### src/rtl/int_timer.sv
// Programmable interval timer with one-shot / auto-reload modes, a maskable
// interrupt flag and a three-word register file (CTRL, PRESET, COUNT).
module int_timer #(
    parameter int CNT_W = 32
) (
    input  logic        clk,
    input  logic        res,
    input  logic [1:0]  addr,
    input  logic        we,
    input  logic [31:0] din,
    output logic [31:0] dout,
    output logic        irq
);

    typedef enum logic [1:0] {
        S_IDLE,
        S_LOAD,
        S_CNT,
        S_INT
    } state_t;

    state_t             state, state_nxt;
    logic               im, en;
    logic [1:0]         mode;
    logic [CNT_W-1:0]   preset, count, count_nxt;
    logic               int_flag;
    logic               flag_set, flag_auto_clr, en_clr;
    logic               wr_ctrl, wr_preset, auto_reload;

    assign wr_ctrl     = we && (addr == 2'd0);
    assign wr_preset   = we && (addr == 2'd1);
    // Only mode 1 reloads; the two unused encodings fall back to one-shot.
    assign auto_reload = (mode == 2'd1);

    // NOTE: every output of this block gets a default before the case, so no
    // path leaves a variable unassigned and no latch is inferred.
    always_comb begin
        state_nxt     = state;
        count_nxt     = count;
        flag_set      = 1'b0;
        flag_auto_clr = 1'b0;
        en_clr        = 1'b0;
        case (state)
            S_IDLE: if (en) state_nxt = S_LOAD;
            S_LOAD: begin
                count_nxt = preset;
                state_nxt = S_CNT;
            end
            S_CNT: begin
                if (!en) begin
                    state_nxt = S_IDLE;
                end else if (count > CNT_W'(1)) begin
                    count_nxt = count - CNT_W'(1);
                end else begin
                    count_nxt = '0;
                    flag_set  = 1'b1;
                    state_nxt = S_INT;
                end
            end
            S_INT: begin
                state_nxt = S_IDLE;
                if (auto_reload) flag_auto_clr = 1'b1;
                else             en_clr        = 1'b1;
            end
            default: state_nxt = S_IDLE;
        endcase
    end

    // NOTE: state registers use non-blocking assignments so every register
    // samples the pre-edge values, matching the hardware's parallel update.
    always_ff @(posedge clk or negedge res) begin
        if (!res) begin
            state    <= S_IDLE;
            count    <= '0;
            preset   <= '0;
            im       <= 1'b0;
            mode     <= 2'd0;
            en       <= 1'b0;
            int_flag <= 1'b0;
        end else begin
            state <= state_nxt;
            count <= count_nxt;
            if (wr_ctrl)     {im, mode, en} <= din[3:0];
            else if (en_clr) en <= 1'b0;
            if (wr_preset)   preset <= CNT_W'(din);
            // Setting the flag wins over any clear arriving on the same edge.
            if (flag_set)                                  int_flag <= 1'b1;
            else if (wr_ctrl || wr_preset || flag_auto_clr) int_flag <= 1'b0;
        end
    end

    always_comb begin
        dout = '0;
        case (addr)
            2'd0:    dout = {28'b0, im, mode, en};
            2'd1:    dout = 32'(preset);
            2'd2:    dout = 32'(count);
            default: dout = '0;
        endcase
    end

    assign irq = im & int_flag;

endmodule

### config.mk
export PLATFORM = sky130hd
export DESIGN_NAME = int_timer
export DESIGN_NICKNAME = d
export VERILOG_FILES = /design/src/rtl/int_timer.sv
export SDC_FILE = /design/constraint.sdc
export NUM_CORES = 1
export LEC_CHECK = 0
export BUFFER_PORTS_ARGS = -buffer_cell sky130_fd_sc_hd__buf_2
export CAP_MARGIN = 20
export CORE_MARGIN = 3
export CORE_UTILIZATION = 51
export DETAILED_ROUTE_END_ITERATION = 8
export GPL_ROUTABILITY_DRIVEN = 1
export PLACE_DENSITY_LB_ADDON = 0.05
export SKIP_LAST_GASP = 1
export SLEW_MARGIN = 20
export SYNTH_ARGS = -nofsm -noshare
export SYNTH_HDL_FRONTEND = slang
export SYNTH_SLANG_ARGS = --single-unit
### constraint.sdc
create_clock -name clk -period 2.4 [get_ports clk]
set_clock_uncertainty 0.2 [all_clocks]
set_input_delay 0 -clock clk [delete_from_list [all_inputs] [get_ports clk]]
set_output_delay 0 -clock clk [all_outputs]
set_load 0.05 [all_outputs]
# == Yosys cells after proc, flatten, opt, wreduce, memory -nomap -nowiden ==
# Cells that the tools add are included.
# W data, S select, Z words.
# totals
mem_bits_rw,0
mem_count,0
rom_bits,0
output_inout_bits,33
ff_bits,71
latchBits,0
inputBits,37
# classes
n_reduce_logical,11
order_cmp,1
eq_ne,9
n_bitwise,1
mux,19
n_addsub,1
mul,0
shifts,0
div,0
# ops
cell,n
$pmux W32 S3,1
$mux W32,2
$pmux W32 S2,1
$gt A32 B1 Y1 const B,1
$sub A32 B1 Y32 const B,1
$mux W1,11
$pmux W2 S4,1
$eq A2 B1 Y1 const B,3
$eq A2 B2 Y1 const B,3
$mux W2,3
$reduce_bool A2 Y1,3
$logic_not A2 Y1,2
$ne A2 B2 Y1 const B,2
$reduce_and A2 Y1,2
$ne A3 B3 Y1 const B,1
$logic_and A1 B1 Y1,2
$logic_or A1 B1 Y1,2
$and A1 B1 Y1,1

# == Depth between registers and ports, before layout ==
# depth
depth_word,6
mapped_depth,9

# == Least setup slack after synthesis ==
# No wires, ideal clock.
# synth_timing
path_kind,register -> register
from,register count[28]
to,register count[29]
path_stages_with_launch,8
t_required_ns,2.060
arrival_ns,2.099
period_less_slack_ns,2.439
setup_slack_ns,-0.039
path_buffers,1
cell_sequence,dfrtp_1 > or3_4 > or4b_4 > nor3_4 > nor2b_2 > buf_6 > o211ai_1 > o311ai_2
# synth_between
elab_chain_len,4
elab_cells_between_ends,5
classes_between,add/sub: 1; order compare: 1; mux: 3
# synth_rtl
item,line_no,source
from (decl),25,"logic [CNT_W-1:0] preset, count, count_nxt;"
from (signal assigned),82,count <= count_nxt;
$sub A32 B1 Y32 or $gt A32 B1 Y1 (tied branches),"53, 52",
$mux W32 (*),52,end else if (count > CNT_W'(1)) begin
$mux W32 (*),50,if (!en) begin
$pmux W32 S2 (*),43,case (state)
# Every way passes the cells marked *; elsewhere a longest branch is shown, timed or not. The select of a mux whose other input is x is not followed.
# A chain may end at the register's enable or synchronous reset.

# == Worst setup path in the final report ==
# layout_timing
from,register count[28]
to,register count[6]
# layout_between
elab_chain_len,4
# layout_rtl
item,line_no
$gt A32 B1 Y1,52
$mux W32,52
$mux W32,50
$pmux W32 S2,43
# No other way between the ends. The select of a mux whose other input is x is not followed.

==> results.yml <==
place:
  place_ws_ns: -0.1524
  io_buffer_count: 69
  dp_hpwl_um: 7782
  globalplace.congestion: 0.9465
synth:
  synth-seq-area-share_pct: 44.15
  ys_seq_elements: 71
  synth_edf_count: 0
  yosys-top-cells-count: "dfrtp_1 (71), nand2_1 (45), mux2_2 (35)"
  ys_types: 56
  synth_top_area_cell: "dfrtp_1"
  ys_async_sr_fraction_pct: 100.0
  synth_cells: 400
  synth_area_leaders: "dfrtp_1 (44%), mux2_2 (9.8%), a22o_1 (6.1%)"
  syn_avg_cell_area_sq_um: 10.06
  syn_area_sq_um: 4024
  yosysMostFrequentCell: "dfrtp_1"
  synth_ff_type: "dfrtp_1"
  yosys_warnings: 0
  synth_nets: 439
  synth_top_area_share_pct: 44.15
floorplanning:
  rows: 31
  fp.dieH_um: 94.83
  pin_count: 70
  core-area_sq_um: 7447
  die_x_um: 94.83
  die_area_sq_um: 8992
  start_util_pct: 54.03
pwr:
  p_seq_share_pct: 33.3
  power.density_nw_per_um2: 1050
  power.internal_mw: 3.382
  pwr-share-clk_pct: 16.0
  power_mw: 5.889
  p_leak_nw: 2.496
  switching_power_mw: 2.507
  ir_drop_mv: 0.7132
  pwr-share-comb_pct: 50.6
  switching_share_pct: 42.57
routing:
  viasPerCell: 5.805
  firstDrtPassIters: 5
  ant_nets: 0
  wirelength_um: 11460
  route.detailed.drc: 0
  wl_per_cell_um: 17.18
  drtIter0Drc: 262
  vias: 3872
setup_path:
  crit_type: "register to register"
  crit_path_start_kind: "register"
  cp_cell_sequence: "or3_4 > or4b_4 > nor3_4 > buf_12 > nor2_2 > a32oi_1 > nand3_1"
  worstPathRequired_ns: 2.43
  crit_buf_inv: 1
  crit_fanout: 9
  critPathSlowestCell: "or4b_4"
  slowest_delay_ns: 0.55
  cp-end-kind: "register"
  critPathArrivalTime_ns: 2.45
  critical_path.top_delay_family: "simple AND/OR/NAND/NOR gates"
status:
  violations: "negative hold slack, negative setup slack"
  outcome: "finished, violations left"
global_routing:
  antenna_found_initial: 0
  grt_start_max_net_pins: 72
  grt_usage_pct: 26.85
  grt_pass1_wl_um: 18690
  grt_pass1_vias: 3898
  grt_overflow: 0
sta:
  setup_slack_ns: -0.02504
  rsz0062_at_grt: "yes"
  slew_headroom_pct: 52.24
  fmax_mhz: 412.4
  post-route-period-util_pct: 101.0
  setup_viol: 2
  drv_slew: 0
  max_slew.worst_pin.slew_ns: 0.7164
  hold_slack_ns: -0.02744
  tns_ns: -0.02575
  hold_viol: 13
  period_needed_ns: 2.425
final_layout:
  diodes: 0
  final_nets: 602
  syn_to_final_growth_pct: 39.37
  layout-drive-gt1-share_pct: 39.61
clock_network:
  cts_made_buffers: 9
  h-tree-depth: 3
  clock_sinks: 71
  cts-root-buf: "clkbuf_8"
  cts_buffer_depth: 2
  clk_pin_slew_ns: 0.07
  tritoncts: "done"
  clk_latency_ns: 0.35
min_path:
  hold_class: "primary input to asynchronous set/reset pin"
job:
  max_cap_viol_count: 0
## cell families (layout without fill, tap and decap cells)
group                      after synthesis  count (layout)  synth area share, %
and+or+nand+nor                        151             151                21.67
AOI/OAI and AO/OA                      106             106                19.22
DFF                                     71              71                44.15
muxes                                   40              40                11.07
buffers and inverters                   30             198                3.265
adders and majority gates                2               2               0.6218
## worst reg2reg max path: cells and delay by family, from the launching register on
family	cells	cell delay (ns)
AOI/OAI and AO/OA	1	0.25
buffers and inverters	1	0.16
DFF	1	0.39
and+or+nand+nor	5	1.32
## flip-flops by register name (all words and copies together), names as in the netlist
signal,cells
count,32
en,1
im,1
int_flag,1
mode,2
preset,32
state,2
## what timing repair did
action,4_1_cts,5_1_grt
buffers inserted,3,7
hold buffers,38,0
cloned,0,0
pin swaps,1,8
resized for setup,1,16
setup endpoints to repair,2,27
endpoints found under the hold margin,108,0
## final cells by class
type / count / area [sq um]
clock buffer: 12 / 145.1
clock inverter: 4 / 45.04
fill: 535 / 1839
inverter: 4 / 15.01
multi-input combinational: 299 / 2198
sequential: 71 / 1777
tap: 99 / 123.9
timing repair buffer: 178 / 1304
## routing by layer
layer / vias to the layer above / global-route usage, % / routed length (um)
met1: 1872 / 35.42 / 5002
met5: - / 0 / 0
li1: 1837 / - / -
met4: 0 / 9.615 / 226
met2: 144 / 43.10 / 5446
met3: 19 / 6.375 / 787
## layout by cell type, fill, tap and decap left out, types with 3 or more instances in the layout
cell type,instances
a22oi_1,6
o21ai_0,9
inv_1,3
buf_4,66
or3_4,3
nor3_4,3
nor4_4,3
dfrtp_1,71
and3_1,5
nor2b_2,3
o21ai_1,17
a32oi_1,5
clkinv_2,3
buf_2,69
a21oi_1,16
nor2_1,13
nor2_2,5
nor2b_1,4
clkbuf_8,10
nand3_1,21
mux2i_1,4
o211ai_1,5
nand2_1,45
o311ai_1,6
dlygate4sd3_1,38
a31oi_1,3
nor3_1,10
or4_1,3
a22o_1,28
buf_12,3
nor4_1,10
mux2_2,35
## final timing paths
check	startpoint	slack, ns	cells past startpoint	end
worst max-delay path	count[28]	-0.03	7	count[6]
max in group asynchronous	res	1.66	3	count[22]
worst min register to register	preset[13]	0.30	2	count[13]
worst min-delay path	res	-0.03	3	preset[28]
min in group clk	din[19]	0.21	3	preset[19]
worst max register to register	count[28]	-0.03	7	count[6]
## through the flow
step | hold slack (ns) | instance area (sq um) | utilization (%) | instances
6_report | -0.02744 | 5608 | 75.30 | 667
3_3_place_gp | -0.1381 | 4867 | 65.36 | 603
3_5_place_dp | -0.1379 | 4867 | 65.36 | 603
2_1_floorplan | -0.4956 | 4024 | - | 400
4_1_cts | 0.01870 | 5478 | 73.56 | 660
5_1_grt | 0.05054 | 5608 | 75.30 | 667
## power groups by stage
stage / sequential [mW] / combinational, mW / clock (mW)
2_1_floorplan: 1.98 / 1.69 / 0
3_3_place_gp: 1.95 / 2.78 / 0
3_5_place_dp: 1.97 / 2.80 / 0
5_1_grt: 2.01 / 3.23 / 1.02
6_report: 1.96 / 2.98 / 0.945
4_1_cts: 1.95 / 2.87 / 0.972
(Power assumes the default switching activity.)
